### src/rtl/retire_trace_buffer.sv
`default_nettype none
// ============================================================================
// Module      : retire_trace_buffer
// Description : Retirement monitor. Samples writeback/memory-stage retirement
//               signals, packs one 72-bit record per active cycle into a FIFO
//               drained over a valid/ready port, and keeps cycle, instruction
//               and drop counters plus halt/timeout completion status.
// Revision    : 1.0 - initial release
// ============================================================================
module retire_trace_buffer #(
  parameter int DEPTH      = 16,
  parameter int MAX_CYCLES = 100000
) (
  input  logic        clk,
  input  logic        rst_n,
  input  logic [15:0] pc,
  input  logic        reg_write,
  input  logic [3:0]  dest_reg,
  input  logic [15:0] reg_value,
  input  logic        mem_read,
  input  logic        mem_write,
  input  logic [15:0] mem_addr,
  input  logic [15:0] mem_data,
  input  logic        hlt,
  output logic        trace_valid,
  input  logic        trace_ready,
  output logic [71:0] trace_data,
  output logic [31:0] cycle_count,
  output logic [31:0] inst_count,
  output logic [15:0] drop_count,
  output logic        overflow,
  output logic        timeout,
  output logic        done
);

  localparam int          c_ADDR_W     = $clog2(DEPTH);
  localparam int          c_PTR_W      = c_ADDR_W + 1;
  localparam int          c_REC_W      = 72;
  localparam logic [31:0] c_LAST_CYCLE = 32'(MAX_CYCLES - 1);

  typedef enum logic [1:0] {
    ST_RUN   = 2'd0,
    ST_DRAIN = 2'd1,
    ST_DONE  = 2'd2
  } state_t;

  state_t               r_state;
  state_t               w_stateNext;
  logic                 w_timeoutHit;

  logic [c_REC_W-1:0]   r_mem [DEPTH];
  logic [c_PTR_W-1:0]   r_wrPtr;
  logic [c_PTR_W-1:0]   r_rdPtr;
  logic [31:0]          r_cycleCount;
  logic [31:0]          r_instCount;
  logic [15:0]          r_dropCount;
  logic                 r_overflow;
  logic                 r_timeout;

  logic                 w_empty;
  logic                 w_full;
  logic                 w_event;
  logic                 w_pop;
  logic                 w_push;
  logic                 w_drop;
  logic                 w_running;
  logic [c_REC_W-1:0]   w_record;

  // Same index with differing wrap bit means every slot is occupied.
  assign w_empty   = (r_wrPtr == r_rdPtr);
  assign w_full    = (r_wrPtr[c_ADDR_W] != r_rdPtr[c_ADDR_W]) &&
                     (r_wrPtr[c_ADDR_W-1:0] == r_rdPtr[c_ADDR_W-1:0]);

  assign w_running = (r_state == ST_RUN);
  assign w_event   = w_running && (reg_write || mem_read || mem_write || hlt);

  // A pop in the same cycle frees the head slot, so a full FIFO still accepts.
  assign w_pop     = trace_valid && trace_ready;
  assign w_push    = w_event && (!w_full || w_pop);
  assign w_drop    = w_event && w_full && !w_pop;

  assign w_record  = {hlt, reg_write, mem_read, mem_write, dest_reg,
                      reg_value, mem_addr, mem_data, pc};

  // Head of the FIFO comes straight out of the storage flops; zero when idle.
  assign trace_valid = !w_empty && (r_state != ST_DONE);
  assign trace_data  = trace_valid ? r_mem[r_rdPtr[c_ADDR_W-1:0]] : '0;

  assign cycle_count = r_cycleCount;
  assign inst_count  = r_instCount;
  assign drop_count  = r_dropCount;
  assign overflow    = r_overflow;
  assign timeout     = r_timeout;
  assign done        = (r_state == ST_DONE);

  // Record storage; contents are only meaningful between the pointers.
  always_ff @(posedge clk) begin
    if (w_push) begin
      r_mem[r_wrPtr[c_ADDR_W-1:0]] <= w_record;
    end
  end

  // FIFO read/write pointers; reset discards any queued records.
  always_ff @(posedge clk or negedge rst_n) begin
    if (!rst_n) begin
      r_wrPtr <= '0;
      r_rdPtr <= '0;
    end else begin
      if (w_push) r_wrPtr <= r_wrPtr + 1'b1;
      if (w_pop)  r_rdPtr <= r_rdPtr + 1'b1;
    end
  end

  // Cycle and retired-instruction counters advance only while running.
  always_ff @(posedge clk or negedge rst_n) begin
    if (!rst_n) begin
      r_cycleCount <= '0;
      r_instCount  <= '0;
    end else if (w_running) begin
      r_cycleCount <= r_cycleCount + 32'd1;
      if (hlt || reg_write || mem_write) begin
        r_instCount <= r_instCount + 32'd1;
      end
    end
  end

  // Overflow bookkeeping: sticky flag plus a saturating drop counter.
  always_ff @(posedge clk or negedge rst_n) begin
    if (!rst_n) begin
      r_dropCount <= '0;
      r_overflow  <= 1'b0;
    end else if (w_drop) begin
      r_overflow <= 1'b1;
      if (r_dropCount != 16'hFFFF) begin
        r_dropCount <= r_dropCount + 16'd1;
      end
    end
  end

  // Sticky timeout flag raised when the run limit ends the run.
  always_ff @(posedge clk or negedge rst_n) begin
    if (!rst_n) begin
      r_timeout <= 1'b0;
    end else if (w_timeoutHit) begin
      r_timeout <= 1'b1;
    end
  end

  // Run-state register.
  always_ff @(posedge clk or negedge rst_n) begin
    if (!rst_n) begin
      r_state <= ST_RUN;
    end else begin
      r_state <= w_stateNext;
    end
  end

  // Next state: halt wins over the cycle limit when both land together.
  always_comb begin
    w_stateNext  = r_state;
    w_timeoutHit = 1'b0;
    case (r_state)
      ST_RUN: begin
        if (hlt) begin
          w_stateNext = ST_DRAIN;
        end else if (r_cycleCount == c_LAST_CYCLE) begin
          w_stateNext  = ST_DRAIN;
          w_timeoutHit = 1'b1;
        end
      end
      ST_DRAIN: begin
        if (w_empty) begin
          w_stateNext = ST_DONE;
        end
      end
      ST_DONE: begin
        w_stateNext = ST_DONE;
      end
      default: begin
        w_stateNext = ST_RUN;
      end
    endcase
  end

endmodule
`default_nettype wire

### config.mk
export PLATFORM = sky130hd
export DESIGN_NAME = retire_trace_buffer
export DESIGN_NICKNAME = d
export VERILOG_FILES = /design/src/rtl/retire_trace_buffer.sv
export SDC_FILE = /design/constraint.sdc
export NUM_CORES = 1
export LEC_CHECK = 0
export CORE_MARGIN = 2
export CORE_UTILIZATION = 35
export DETAILED_ROUTE_END_ITERATION = 8
export MAX_ROUTING_LAYER = met4
export PLACE_DENSITY = 0.49
export SETUP_SLACK_MARGIN = 0.15
export SLEW_MARGIN = 40
export SYNTH_ARGS = -nofsm -noshare
export SYNTH_HDL_FRONTEND = slang
export SYNTH_SLANG_ARGS = --single-unit
### constraint.sdc
create_clock -name clk -period 9.35 [get_ports clk]
set_input_delay 1.87 -clock clk [delete_from_list [all_inputs] [get_ports clk]]
set_output_delay 1.87 -clock clk [all_outputs]
set_load 0.02 [all_outputs]
==> flow_metrics.env, run 1 <==
export IMPL_status="completed"
export IMPL_drive_gt1_frac=0.217
export IMPL_switching_share=0.315
export IMPL_htree_levels=4
export IMPL_yosysMostFrequentCell="edfxtp_1"
export IMPL_cp_required_ns=7.48
export IMPL_wl_microns=122000
export IMPL_vias=23300
export IMPL_ir_drop_mv=0.171
export IMPL_antenna_found_initial=17
export IMPL_cts_root_buf="clkbuf_16"
export IMPL_first_global_vias=24800
export IMPL_clk_pin_slew_ns=0.06
export IMPL_p_int_mw=12.0
export IMPL_synthArstFlopShare=0.0754
export IMPL_synth_top_area_frac=0.727
export IMPL_crit_type="flop to primary output"
export IMPL_syn_nets=2274
export IMPL_worstPathArrival_ns=4.65
export IMPL_hold_violations=0
export IMPL_fin_hold_ws_ns=0.479
export IMPL_ys_warn_count=0
export IMPL_hp_class="flop to flop"
export IMPL_netlist_area_sq_um=47600
export IMPL_postCtsSetupRepairBufs=0
export IMPL_grt_overflow=0
export IMPL_worst_path_max_fanout=52
export IMPL_crit_family="buffers and inverters"
export IMPL_setup_viol=0
export IMPL_drc=0
export IMPL_tightest_slew_ns=0.839
export IMPL_yosys_register_bits=1246
export IMPL_skew_ns=0.0194
export IMPL_critPathMaxStageDelay_ns=0.80
export IMPL_grt_pass1_wl_microns=176000
export IMPL_synthFlopType="edfxtp_1"
export IMPL_pwr_share_seq=0.393
export IMPL_io_buffers=230
export IMPL_drtIter0Drc=1981
export IMPL_chipWidth_microns=373
export IMPL_hold_buffers=0
export IMPL_synth_edf_count=1152
export IMPL_die_h_microns=373
export IMPL_syn_avg_cell_area_sq_um=21.8
export IMPL_gp_congestion=0.749
export IMPL_r2r_slack_ns=5.51
export IMPL_area_growth_pct=19.1
export IMPL_io_pins=231
export IMPL_power_leakage_nw=18.1
export IMPL_critPathBufInv=3
export IMPL_cts_sinks=1246
export IMPL_post_route_period_util=0.698
export IMPL_start_util=0.352
export IMPL_pwr_share_clk=0.296
export IMPL_slew_violations=0
export IMPL_layout_nets=2580
export IMPL_end_kind="primary output"
export IMPL_cts_tree="built"
export IMPL_relSlewSlack=0.441
export IMPL_synth_cell_types=46
export IMPL_grt_max_degree=80
export IMPL_core_area_sq_um=135000
export IMPL_clockBufferDepth=3
export IMPL_routed_via_density=5.31
export IMPL_worstSetupStartpointType="flop"
export IMPL_drt_wirelength_per_cell_microns=27.8
export IMPL_syn_inst=2188
export IMPL_place_detailed_hpwl_microns=63600
export IMPL_ys_top_cells_by_count="edfxtp_1, mux4_2, a22oi_1"
export IMPL_fp_dieArea_sq_um=139000
export IMPL_fin_crit_ns=6.52
export IMPL_cap_violations=0
export IMPL_cts_resized=0
export IMPL_p_switching_mw=5.50
export IMPL_insertion_delay_ns=0.74
export IMPL_cp_common_cell="buf_4"
export IMPL_first_pass_iters=5
export IMPL_p_per_area_nw_per_um2=308
export IMPL_netlist_top_cells_area="edfxtp_1, mux4_2, dfrtp_1"
export IMPL_clock_fmax_ghz=0.153
export IMPL_setup_tns_ns=0
export IMPL_track_usage=0.181
export IMPL_pwr_share_comb=0.311
export IMPL_cp_slowest_cell="dfrtp_4"
export IMPL_cts_buffers=135
export IMPL_rsz0062_at_grt="false"
export IMPL_rows=135
export IMPL_netlist_top_cell_by_area="edfxtp_1"
export IMPL_path_cells="buf_4 > buf_4 > mux4_2 > a22oi_1 > a21oi_1 > clkdlybuf4s50_1"
export IMPL_design_power_total_mw=17.5
export IMPL_drtAntennaViolNets=0
export IMPL_ys_seq_area_frac=0.776
kinds of logic (layout without fill, tap and decap cells):
family / count (synthesis) / count (layout) / share of synthesized area
buffers and inverters: 131 / 538 / 0.0124
flip-flops: 1246 / 1246 / 0.776
adder cells (fa/ha/maj): 11 / 11 / 0.00289
XOR/XNOR: 88 / 88 / 0.0164
AO/OA/AOI/OAI: 230 / 230 / 0.0323
multiplexers: 294 / 294 / 0.138
other: 0 / 13 / 0
AND/OR/NAND/NOR: 188 / 188 / 0.0221
worst reg2reg max path: stages (launching register included):
cell	delay, ns
dfrtp_4	0.80
xor2_1	0.30
nor4_4	0.10
a21oi_1	0.17
buf_4	0.26
and3_4	0.60
buf_4	0.57
buf_4	0.64
cell type report:
cell class,instances,area (sq um)
Clock buffer,165,3620
Multi-Input combinational cell,811,10200
Timing Repair Buffer,282,2960
Inverter,18,67.6
Tap cell,1781,2230
Clock inverter,73,636
Fill cell,11800,78500
Antenna cell,13,32.5
Sequential cell,1246,37000
metal layers:
metal / part of all wire / global-route usage / vias up
li1: - / - / 9836
met1: 0.42 / 0.231 / 12600
met2: 0.50 / 0.289 / 665
met3: 0.057 / 0.0375 / 205
met4: 0.026 / 0.0601 / 0
met5: 0 / - / -
path summary, 6_finish.rpt:
| check | startpoint | endpoint | cells past startpoint |
|---|---|---|---|
| worst max register to register | r_rdPtr[1] | r_mem[9][18] | 7 |
| worst max-delay path | r_rdPtr[1] | trace_data[51] | 6 |
| worst min register to register | inst_count[31] | inst_count[31] | 1 |
| min in group asynchronous | rst_n | inst_count[6] | 1 |
| max in group asynchronous | rst_n | r_rdPtr[1] | 2 |
| worst min-delay path | inst_count[31] | inst_count[31] | 1 |
power groups by stage:
stage	clock [mW]	combinational, mW	sequential [mW]
detailed placement	0	5.59	6.99
finish	5.17	5.44	6.86
global placement	0	5.43	7.02
CTS	5.30	5.61	6.87
global route	5.51	5.82	6.91
floorplan	0	3.33	6.92
flip-flops by register name, indices dropped and copies added, names as in the netlist:
signal,flops
cycle_count,32
drop_count,16
inst_count,32
overflow,1
r_mem,1152
r_rdPtr,5
r_state,2
r_wrPtr,5
timeout,1
placed cells by master (no fill, tap or decap), types with 11 or more instances in the layout:
| cell | instances |
|---|---|
| buf_4 | 26 |
| clkinv_2 | 17 |
| nor2_1 | 25 |
| xor2_1 | 44 |
| nand2_1 | 32 |
| dfrtp_1 | 92 |
| a22oi_1 | 144 |
| clkinv_1 | 33 |
| nand3_1 | 21 |
| nand4_1 | 24 |
| nor3_1 | 20 |
| a21oi_1 | 75 |
| clkbuf_1 | 22 |
| buf_12 | 17 |
| xnor2_1 | 43 |
| and3_4 | 15 |
| clkbuf_16 | 139 |
| inv_1 | 18 |
| clkdlybuf4s50_1 | 228 |
| mux4_2 | 288 |
| edfxtp_1 | 1152 |
| ha_1 | 11 |
| diode_2 | 13 |
through the flow:
stage	instance area (sq um)	utilization	setup WS, ns	std cells
2_1_floorplan	47600	-	1.28	2188
3_3_place_gp	52000	0.385	2.82	4123
3_5_place_dp	52300	0.387	3.45	4136
4_1_cts	56600	0.419	2.62	4374
5_1_grt	56700	0.419	2.54	4388
6_report	56700	0.419	2.83	4389
No activity file was read; power rests on OpenSTA's default activity.
==> inputs of run 2 (changes only) <==
- PLACE_DENSITY: 0.49 -> 0.51
- clock period: 9.35 -> 5.32 ns (I/O delays scaled with it)
==> run 2 against run 1 <==
Against the previous run: non-clock buffer count increased by 13; combinational power increased by 80%; sequential cell count unchanged; die area unchanged; final cell count increased by 0.27%; clock power increased by 73%; via count decreased by 0.49%; core utilization increased by 0.16 points; hold slack got worse by 0.18 ns; critical endpoint is now trace_data[0]; largest cell class unchanged; highest routed layer unchanged.
==> flow_metrics.env, run 2 (synthesis gave the netlist of run 1 again) <==
export IMPL_io_pins=231
export IMPL_grt_max_degree=117
export IMPL_cts_tree="built"
export IMPL_clock_fmax_ghz=0.202
export IMPL_end_kind="primary output"
export IMPL_crit_type="flop to primary output"
export IMPL_cts_sinks=1246
export IMPL_mostFrequentLayoutCells="edfxtp_1, mux4_2, clkdlybuf4s50_1"
export IMPL_die_h_microns=373
export IMPL_drtIter0Drc=1987
export IMPL_postCtsSetupRepairBufs=0
export IMPL_htree_levels=4
export IMPL_ir_drop_mv=0.466
export IMPL_grt_pass1_wl_microns=172000
export IMPL_first_pass_iters=5
export IMPL_fin_crit_ns=4.94
export IMPL_hold_buffers=0
export IMPL_wl_microns=119000
export IMPL_vias=23200
export IMPL_dp_cells=4149
export IMPL_post_route_period_util=0.929
export IMPL_drc=0
export IMPL_cp_required_ns=4.26
export IMPL_critPathMaxStageDelay_ns=0.73
export IMPL_io_buffers=230
export IMPL_slew_violations=0
export IMPL_drt_wirelength_per_cell_microns=27.0
export IMPL_core_area_sq_um=135000
export IMPL_layout_nets=2592
export IMPL_setup_tns_ns=0
export IMPL_critPathBufInv=2
export IMPL_hp_class="input port to async pin"
export IMPL_cts_root_buf="clkbuf_16"
export IMPL_rows=135
export IMPL_worst_path_max_fanout=18
export IMPL_clockBufferDepth=3
export IMPL_area_growth_pct=19.5
export IMPL_grt_overflow=0
export IMPL_r2r_slack_ns=1.95
export IMPL_rsz0062_at_grt="false"
export IMPL_routed_via_density=5.27
export IMPL_track_usage=0.175
export IMPL_cts_buffers=134
export IMPL_worstPathArrival_ns=3.88
export IMPL_skew_ns=0.0259
export IMPL_rr_endpoint="r_mem[9][14]"
export IMPL_setup_viol=0
export IMPL_insertion_delay_ns=0.75
export IMPL_place_detailed_hpwl_microns=62400
export IMPL_drive_gt1_frac=0.223
export IMPL_start_util=0.352
export IMPL_path_cells="nor2b_4 > buf_4 > a22oi_1 > a21oi_1 > clkdlybuf4s50_1"
export IMPL_cap_violations=0
export IMPL_clk_pin_slew_ns=0.05
export IMPL_hold_violations=0
export IMPL_status="completed"
export IMPL_crit_family="buffers and inverters"
export IMPL_first_global_vias=24400
export IMPL_r2r_cells=8
export IMPL_cts_resized=0
export IMPL_finalNonFillerCells=4401
export IMPL_final_common_cell="edfxtp_1"
export IMPL_tightest_slew_ns=0.817
export IMPL_fp_dieArea_sq_um=139000
export IMPL_relSlewSlack=0.456
export IMPL_timing_rr_start="r_state[0]"
export IMPL_power_leakage_nw=18.2
export IMPL_drtAntennaViolNets=0
export IMPL_worstSetupStartpointType="flop"
export IMPL_chipWidth_microns=373
export IMPL_cp_slowest_cell="nor2b_4"
export IMPL_antenna_found_initial=13
export IMPL_largest_reg_flops=1152
export IMPL_p_per_area_nw_per_um2=540
export IMPL_gp_congestion=0.764
[run 2: changes by cell type in the layout (fill, tap and decap cells not counted), sizes merged]
cell,change
clkbuf,+6
inv,-5
clkdlybuf4s50,+1
bufinv,-2
clkinv,-1
buf,+14
diode,-1
[run 2: layer usage]
| metal | global-route usage | vias to the layer above | wire length (microns) |
|---|---|---|---|
| met5 | - | - | 0 |
| met4 | 0.0462 | 0 | 2220 |
| met3 | 0.0401 | 145 | 6720 |
| met2 | 0.275 | 643 | 57800 |
| met1 | 0.232 | 12600 | 51900 |
| li1 | - | 9857 | - |
[run 2: stage by stage]
step	cell area, sq um	utilization	setup slack [ns]	hold slack (ns)	power [mW]
after floorplan	47600	-	0.262	0.462	18.0
after global placement	52500	0.388	0.926	0.453	22.1
after detailed placement	52600	0.389	1.01	0.460	22.2
after CTS	56800	0.420	0.240	0.379	31.3
after global routing	56900	0.421	0.169	0.306	32.0
final	56900	0.421	0.377	0.302	30.7
[run 2: cell type report]
class | instances | area, sq um
Tap cell | 1781 | 2230
Clock inverter | 65 | 583
Antenna cell | 12 | 30.0
Sequential cell | 1246 | 37000
Clock buffer | 173 | 3640
Timing Repair Buffer | 295 | 3200
Multi-Input combinational cell | 811 | 10200
Inverter | 18 | 67.6
Fill cell | 11700 | 78200
[run 2: worst max-delay path by stage]
stage / start / endpoint / slack (ns) / depth (start not counted)
2_1_floorplan: trace_ready / r_mem[3][0] / 0.26 / 6
3_3_place_gp: r_rdPtr[1] / trace_data[69] / 0.93 / 5
3_5_place_dp: hlt / r_mem[13][54] / 1.01 / 8
4_1_cts: r_rdPtr[1] / trace_data[38] / 0.24 / 7
5_1_grt: r_rdPtr[2] / trace_data[0] / 0.17 / 5
6_report: r_rdPtr[2] / trace_data[0] / 0.38 / 5
[run 2: power by group]
group          total, mW  leakage, nW  internal, mW  switching (mW)
logic               9.80         4.51          4.21            5.59
clock network       8.94         2.07          5.22            3.72
registers           12.0         11.6          11.7           0.304
total               30.7         18.2          21.1            9.61
